[config.mk]
export PLATFORM = sky130hd
export DESIGN_NAME = spi_reg_bridge
export DESIGN_NICKNAME = d
export VERILOG_FILES = /design/src/rtl/pakdsp_pkg.sv /design/src/rtl/sync_edge_det.sv /design/src/rtl/spi_reg_bridge.sv
export SDC_FILE = /design/constraint.sdc
export NUM_CORES = 1
export LEC_CHECK = 0
export BUFFER_PORTS_ARGS = -buffer_cell sky130_fd_sc_hd__buf_2
export CAP_MARGIN = 40
export CORE_AREA = 2 2 76 78
export CTS_CLUSTER_DIAMETER = 40
export DETAILED_ROUTE_END_ITERATION = 10
export DIE_AREA = 0 0 78 80
export HOLD_SLACK_MARGIN = 0.02
export PLACE_DENSITY = 0.75
export RECOVER_POWER = 25
export SYNTH_ARGS = -nofsm -noshare
export SYNTH_HDL_FRONTEND = slang
export SYNTH_SLANG_ARGS = --single-unit
[constraint.sdc]
create_clock -name clk -period 2.35 [get_ports clk]
set_clock_uncertainty 0.05 [all_clocks]
set_input_delay 0 -clock clk [delete_from_list [all_inputs] [get_ports clk]]
set_output_delay 0 -clock clk [all_outputs]
set_load 0.05 [all_outputs]
[src/rtl/pakdsp_pkg.sv]
// pakdsp_pkg: shared constants and SPI bridge state encoding for the Pak-DSP register path.
package pakdsp_pkg;
   localparam int SPI_HDR_BITS = 8;
   localparam int SPI_WR_BIT = 7;
   typedef enum logic [2:0] {WAIT_CS, IDLE, HEADER, LOAD, READ_DATA, WRITE_DATA, COMMIT} spi_state_e;
endpackage

[src/rtl/sync_edge_det.sv]
// sync_edge_det: multi-flop synchronizer with rise/fall pulses taken from the last stage.
module sync_edge_det #(
   parameter int STAGES = 2
) (
   input  logic clk,
   input  logic arst_n,
   input  logic d,
   output logic rise,
   output logic fall
);
   logic [STAGES-1:0] sync;
   logic prev;
   always_ff @(posedge clk or negedge arst_n)
      if (!arst_n) begin
         sync <= '0;
         prev <= 1'b0;
      end else begin
         sync <= {sync[STAGES-2:0], d};
         prev <= sync[STAGES-1];
      end
   assign rise = sync[STAGES-1] & ~prev;
   assign fall = ~sync[STAGES-1] & prev;
endmodule

[src/rtl/spi_reg_bridge.sv]
// spi_reg_bridge: SPI mode-0 slave turning header+payload frames into single-cycle
// register reads/writes on the memory-map port; SPI pins are oversampled in clk.
module spi_reg_bridge
   import pakdsp_pkg::*;
#(
   parameter int DATA_WIDTH  = 16,
   parameter int ADDR_WIDTH  = 6,
   parameter int SYNC_STAGES = 2
) (
   input  logic                  clk,
   input  logic                  arst_n,
   input  logic                  spi_sclk,
   input  logic                  spi_cs_n,
   input  logic                  spi_mosi,
   output logic                  spi_miso,
   output logic                  spi_miso_oe,
   output logic [ADDR_WIDTH-1:0] addr,
   output logic                  write_en,
   output logic [DATA_WIDTH-1:0] wdata,
   input  logic [DATA_WIDTH-1:0] rdata,
   output logic                  busy,
   output logic                  frame_err
);
   localparam int FRAME_BITS = SPI_HDR_BITS + DATA_WIDTH;
   localparam int CW = $clog2(FRAME_BITS) + 1;
   localparam logic [CW-1:0] HDR_LAST   = CW'(SPI_HDR_BITS - 1);
   localparam logic [CW-1:0] HDR_N      = CW'(SPI_HDR_BITS);
   localparam logic [CW-1:0] FRAME_LAST = CW'(FRAME_BITS - 1);

   spi_state_e state, nxt_state;
   logic [CW-1:0] cnt, nxt_cnt;
   logic [DATA_WIDTH-1:0] sh, nxt_sh, shifted, nxt_wdata;
   logic [ADDR_WIDTH-1:0] nxt_addr;
   logic [SYNC_STAGES-1:0] mosi_sync;
   logic nxt_we, nxt_miso, nxt_oe, nxt_busy, nxt_err;
   logic sclk_rise, sclk_fall, cs_rise, cs_fall, cs_hi, mosi;

   sync_edge_det #(.STAGES(SYNC_STAGES)) u_sclk (
      .clk(clk), .arst_n(arst_n), .d(spi_sclk), .rise(sclk_rise), .fall(sclk_fall));
   sync_edge_det #(.STAGES(SYNC_STAGES)) u_cs (
      .clk(clk), .arst_n(arst_n), .d(spi_cs_n), .rise(cs_rise), .fall(cs_fall));

   assign mosi = mosi_sync[SYNC_STAGES-1];
   assign shifted = {sh[DATA_WIDTH-2:0], mosi};

   // Synced chip-select level, tracked from its edges so WAIT_CS can leave on a high cs_n.
   always_ff @(posedge clk or negedge arst_n)
      if (!arst_n) begin
         mosi_sync <= '0;
         cs_hi <= 1'b0;
      end else begin
         mosi_sync <= {mosi_sync[SYNC_STAGES-2:0], spi_mosi};
         cs_hi <= cs_rise ? 1'b1 : cs_fall ? 1'b0 : cs_hi;
      end

   always_ff @(posedge clk or negedge arst_n)
      if (!arst_n) begin
         state <= WAIT_CS;
         cnt <= '0;
         sh <= '0;
         addr <= '0;
         wdata <= '0;
         write_en <= 1'b0;
         spi_miso <= 1'b0;
         spi_miso_oe <= 1'b0;
         busy <= 1'b0;
         frame_err <= 1'b0;
      end else begin
         state <= nxt_state;
         cnt <= nxt_cnt;
         sh <= nxt_sh;
         addr <= nxt_addr;
         wdata <= nxt_wdata;
         write_en <= nxt_we;
         spi_miso <= nxt_miso;
         spi_miso_oe <= nxt_oe;
         busy <= nxt_busy;
         frame_err <= nxt_err;
      end

   always_comb begin
      nxt_state = state;
      nxt_cnt = cnt;
      nxt_sh = sh;
      nxt_addr = addr;
      nxt_wdata = wdata;
      nxt_we = 1'b0;
      nxt_miso = spi_miso;
      nxt_oe = spi_miso_oe;
      nxt_busy = busy;
      nxt_err = 1'b0;
      if (cs_rise && state inside {HEADER, LOAD, READ_DATA, WRITE_DATA}) begin
         nxt_state = IDLE;
         nxt_err = 1'b1;
         nxt_oe = 1'b0;
         nxt_miso = 1'b0;
         nxt_busy = 1'b0;
      end else
         case (state)
            WAIT_CS: if (cs_hi) begin
               nxt_state = IDLE;
               nxt_busy = 1'b0;
            end
            IDLE: if (cs_fall) begin
               nxt_state = HEADER;
               nxt_cnt = '0;
               nxt_busy = 1'b1;
            end
            HEADER: if (sclk_rise) begin
               nxt_sh = shifted;
               nxt_cnt = cnt + 1'b1;
               if (cnt == HDR_LAST) begin
                  nxt_addr = shifted[ADDR_WIDTH-1:0];
                  nxt_state = shifted[SPI_WR_BIT] ? WRITE_DATA : LOAD;
               end
            end
            LOAD: begin
               nxt_sh = rdata;
               nxt_miso = rdata[DATA_WIDTH-1];
               nxt_oe = 1'b1;
               nxt_state = READ_DATA;
            end
            // The MSB is already on miso at the 8th fall, so shifting starts at the 9th.
            READ_DATA: if (sclk_rise) begin
               nxt_cnt = cnt + 1'b1;
               if (cnt == FRAME_LAST) begin
                  nxt_state = WAIT_CS;
                  nxt_oe = 1'b0;
                  nxt_miso = 1'b0;
               end
            end else if (sclk_fall && cnt > HDR_N) begin
               nxt_sh = sh << 1;
               nxt_miso = sh[DATA_WIDTH-2];
            end
            WRITE_DATA: if (sclk_rise) begin
               nxt_sh = shifted;
               nxt_cnt = cnt + 1'b1;
               if (cnt == FRAME_LAST) nxt_state = COMMIT;
            end
            COMMIT: begin
               nxt_wdata = sh;
               nxt_we = 1'b1;
               nxt_state = WAIT_CS;
            end
            default: nxt_state = WAIT_CS;
         endcase
   end
endmodule
==> results.cfg <==
[status]
violations = capacitance limit, slew limit
outcome = complete, but fails checks

[yosys]
post_synth_inst_count = 261
area_of_the_mapped_netlist_um2 = 2910
synth_adder_area_share_pct = 1.72
postSynthNetCount = 286
synth_top_family_by_area = multiplexers
most_numerous_cell_in_the_yosys_netlist = sky130_fd_sc_hd__dfrtp_1
ys_seq_elements = 61
post_synth_mux_area_share_pct = 17.1
synth_common_cells = 61 x sky130_fd_sc_hd__dfrtp_1, 57 x sky130_fd_sc_hd__nand2_1, 29 x sky130_fd_sc_hd__mux2_2
synth_enable_flop_cells = 0
dominant_cells_by_area_after_synthesis = sky130_fd_sc_hd__dfrtp_1 53%, sky130_fd_sc_hd__mux2_2 11%, sky130_fd_sc_hd__nand2_1 7.4%
synth-simple-area-share_pct = 16.6
post_synth_num_cell_types = 46
yosys_warnings = 0
synth_flop_type = sky130_fd_sc_hd__dfrtp_1
synth_compound_gate_area_share_pct = 8.48
post_synth_xor_area_fraction_pct = 0
post_synth.cell_area_avg_um2 = 11.1
netlist.area_leader.share_pct = 52.5
asyncSetResetFlopFracSynth_pct = 100
netlist.top_cell.by_area = sky130_fd_sc_hd__dfrtp_1
share_of_synthesized_area_occupied_by_flip_flops_and_latches_pct = 52.5

[worst_setup_path]
path_buf_inv = 1
cp_cell_sequence = inv_1 -> ha_1 -> nand2b_1 -> a211oi_1 -> o21ai_1 -> nand2_2 -> mux2_2
worstSetupStartpointType = flop
critical_path_peak_fanout = 16
crit_required_ps = 2520
criticalPathCategory = reg -> reg
critical_path.slowest_cell = sky130_fd_sc_hd__dfrtp_1
cp_slowest_stage_delay_ps = 410
critical_path.top_delay_family = compound AO/OA/AOI/OAI gates
critPathArrivalTime_ps = 2260
worst_setup_path_end_kind = flop

[detailed_routing]
detail_route.first_pass.iterations = 4
initialDrtViolationCount = 90
postRouteAntennaNets = 0
route.detailed.vias_per_inst = 5.24
avgRoutedWirePerCell_um = 14.5
route.vias.total = 2168
drt_drc_violations_left = 0
routed_wirelength_mm = 6.00

[pwr]
cell_leakage_power_nw = 1.83
worst_ir_drop_vdd_mv = 0.657
power.total_mw = 4.76
power-per-cell-area_nw_per_um2 = 1310

[floorplan]
row_count = 27
initial_utilization_pct = 53.7
coreArea_um2 = 5410
die_h_um = 80
dieWidth_um = 78
fp.dieArea_um2 = 6240
ioPinCount = 48

[sta]
finalMaxSlewViolations = 38
worst-slew-pin-transition_ps = 1680
slew-limit-headroom_pct = -11.7
final-setup-viol-count = 0
grt_setup_unrepaired = no
final.period_utilization_pct = 89.0
finalHoldViolations = 0
max_freq_ghz = 0.478
fin_crit_ps = 2090
setup_tns_ps = 0

[clock_network]
cts-htree-levels = 3
buffer_cell_driving_the_clock_tree_root = sky130_fd_sc_hd__clkbuf_8
clk_sink_count = 61
clock_path_buffers = 2
cts_tree = done
ctsHoldBuffers = 19
clock_pin_slew_worst_setup_and_hold_paths_ps = 70
cts.repair_timing.setup_buffer_count = 0
worstSkewPairLatency_ps = 340
post_cts.resized_instances = 0
cts_made_buffers = 9

[global_routing]
overflow = 0
grt.total_usage_pct = 20.9
grt_first_pass_wirelength_mm = 10.0
grt_max_degree = 38
grt_pass1_vias = 2135
antenna_violations_before_repair = 0

[cells_and_area]
antenna_cells = 0
filler_cell_count = 430
layout-drive-gt1-share_pct = 34.5
area_growth_syn_to_layout_pct = 25.2
storage_element_area_um2 = 1530
final_core_utilization_pct = 67.3
layout.nets = 362
layoutNonFillerInstCount = 414
multi_input_area_um2 = 1270

[min_path]
min_path_type = in -> reg

[place]
dp_hpwl_mm = 3.87
place.port_buffers = 47
final_weighted_congestion_in_routability_driven_placement = 0.909
numPlacedInstances = 379

[run]
timing.max_cap.violations = 1
## worst reg2reg max path, cell delays in order (launching register included)
cell and delay, ps:
sky130_fd_sc_hd__dfrtp_1 410, sky130_fd_sc_hd__inv_1 70, sky130_fd_sc_hd__ha_1 140, sky130_fd_sc_hd__nand2b_1 50, sky130_fd_sc_hd__a211oi_1 330, sky130_fd_sc_hd__o21ai_1 150, sky130_fd_sc_hd__nand2_2 390, sky130_fd_sc_hd__mux2_2 400
## metal layers
metal	vias up	global-route usage, %	routed length, um	share of wire (%)
met3	8	6.11	258	4.3
met5	-	0	0	0
met1	1055	27.7	2720	45
met4	0	6.49	72	1.2
met2	52	33.4	2950	49
li1	1053	-	-	-
## worst paths after layout
check | start | end | slack (ps) | cells after the start
min in group asynchronous | arst_n | state[0]$_DFFE_PN0P_ | 230 | 3
setup reg to reg | cnt[0]$_DFFE_PN0P_ | sh[0]$_DFFE_PN0P_ | 260 | 7
hold / removal | rdata[0] | sh[0]$_DFFE_PN0P_ | 90 | 4
hold reg to reg | u_cs.sync[0]$_DFF_PN0_ | u_cs.sync[1]$_DFF_PN0_ | 300 | 0
setup / recovery | cnt[0]$_DFFE_PN0P_ | sh[0]$_DFFE_PN0P_ | 260 | 7
max in group asynchronous | arst_n | sh[12]$_DFFE_PN0P_ | 470 | 4
## state kept, by name (all words and copies together), names as in the netlist, 2 cells and up
name / flops
state: 3
addr: 6
sh: 16
u_cs.sync: 2
cnt: 6
mosi_sync: 2
wdata: 16
u_sclk.sync: 2
## layout by cell type, fill, tap and decap left out, types with 3 or more instances in the layout
master and n:
sky130_fd_sc_hd__nand2b_1 6, sky130_fd_sc_hd__mux2_2 29, sky130_fd_sc_hd__buf_2 46, sky130_fd_sc_hd__nand2_1 57, sky130_fd_sc_hd__mux2_4 10, sky130_fd_sc_hd__nand3_1 6
sky130_fd_sc_hd__dlygate4sd3_1 19, sky130_fd_sc_hd__nor2b_1 3, sky130_fd_sc_hd__dfrtp_1 61, sky130_fd_sc_hd__clkbuf_8 9, sky130_fd_sc_hd__ha_1 4, sky130_fd_sc_hd__o21ai_0 11
sky130_fd_sc_hd__inv_1 8, sky130_fd_sc_hd__buf_4 7, sky130_fd_sc_hd__a21oi_1 7, sky130_fd_sc_hd__nor2_1 9, sky130_fd_sc_hd__o22ai_1 3
## stage by stage
stage | instance area [um^2] | setup slack, ps | hold WS, ps
floorplan | 2910 | 421 | -346
global placement | 3220 | 301 | 57.9
detailed placement | 3240 | 274 | -68.3
CTS | 3650 | 243 | 75.2
global route | 3640 | 55.2 | 102
finish | 3640 | 258 | 92.5
## kinds of logic after synthesis
family,after synthesis
AO/OA/AOI/OAI,38
adder cells (fa/ha/maj),4
buffers and inverters,18
flip-flops,61
multiplexers,41
AND/OR/NAND/NOR,99
## power breakdown
| group | internal [mW] | leakage, nW | switching, mW | total, mW |
|---|---|---|---|---|
| sequential | 1.39 | 0.775 | 0.296 | 1.69 |
| clock | 0.602 | 0.110 | 0.440 | 1.04 |
| combinational | 0.826 | 0.944 | 1.20 | 2.03 |
## layout make-up
type	count	share of cell area [%]
multi-input combinational	182	35.1
sequential	61	42.0
tap	72	2.48
clock buffer	9	3.41
inverter	8	0.826
clock inverter	7	2.72
timing repair buffer	75	13.6
(Power assumes the default switching activity.)
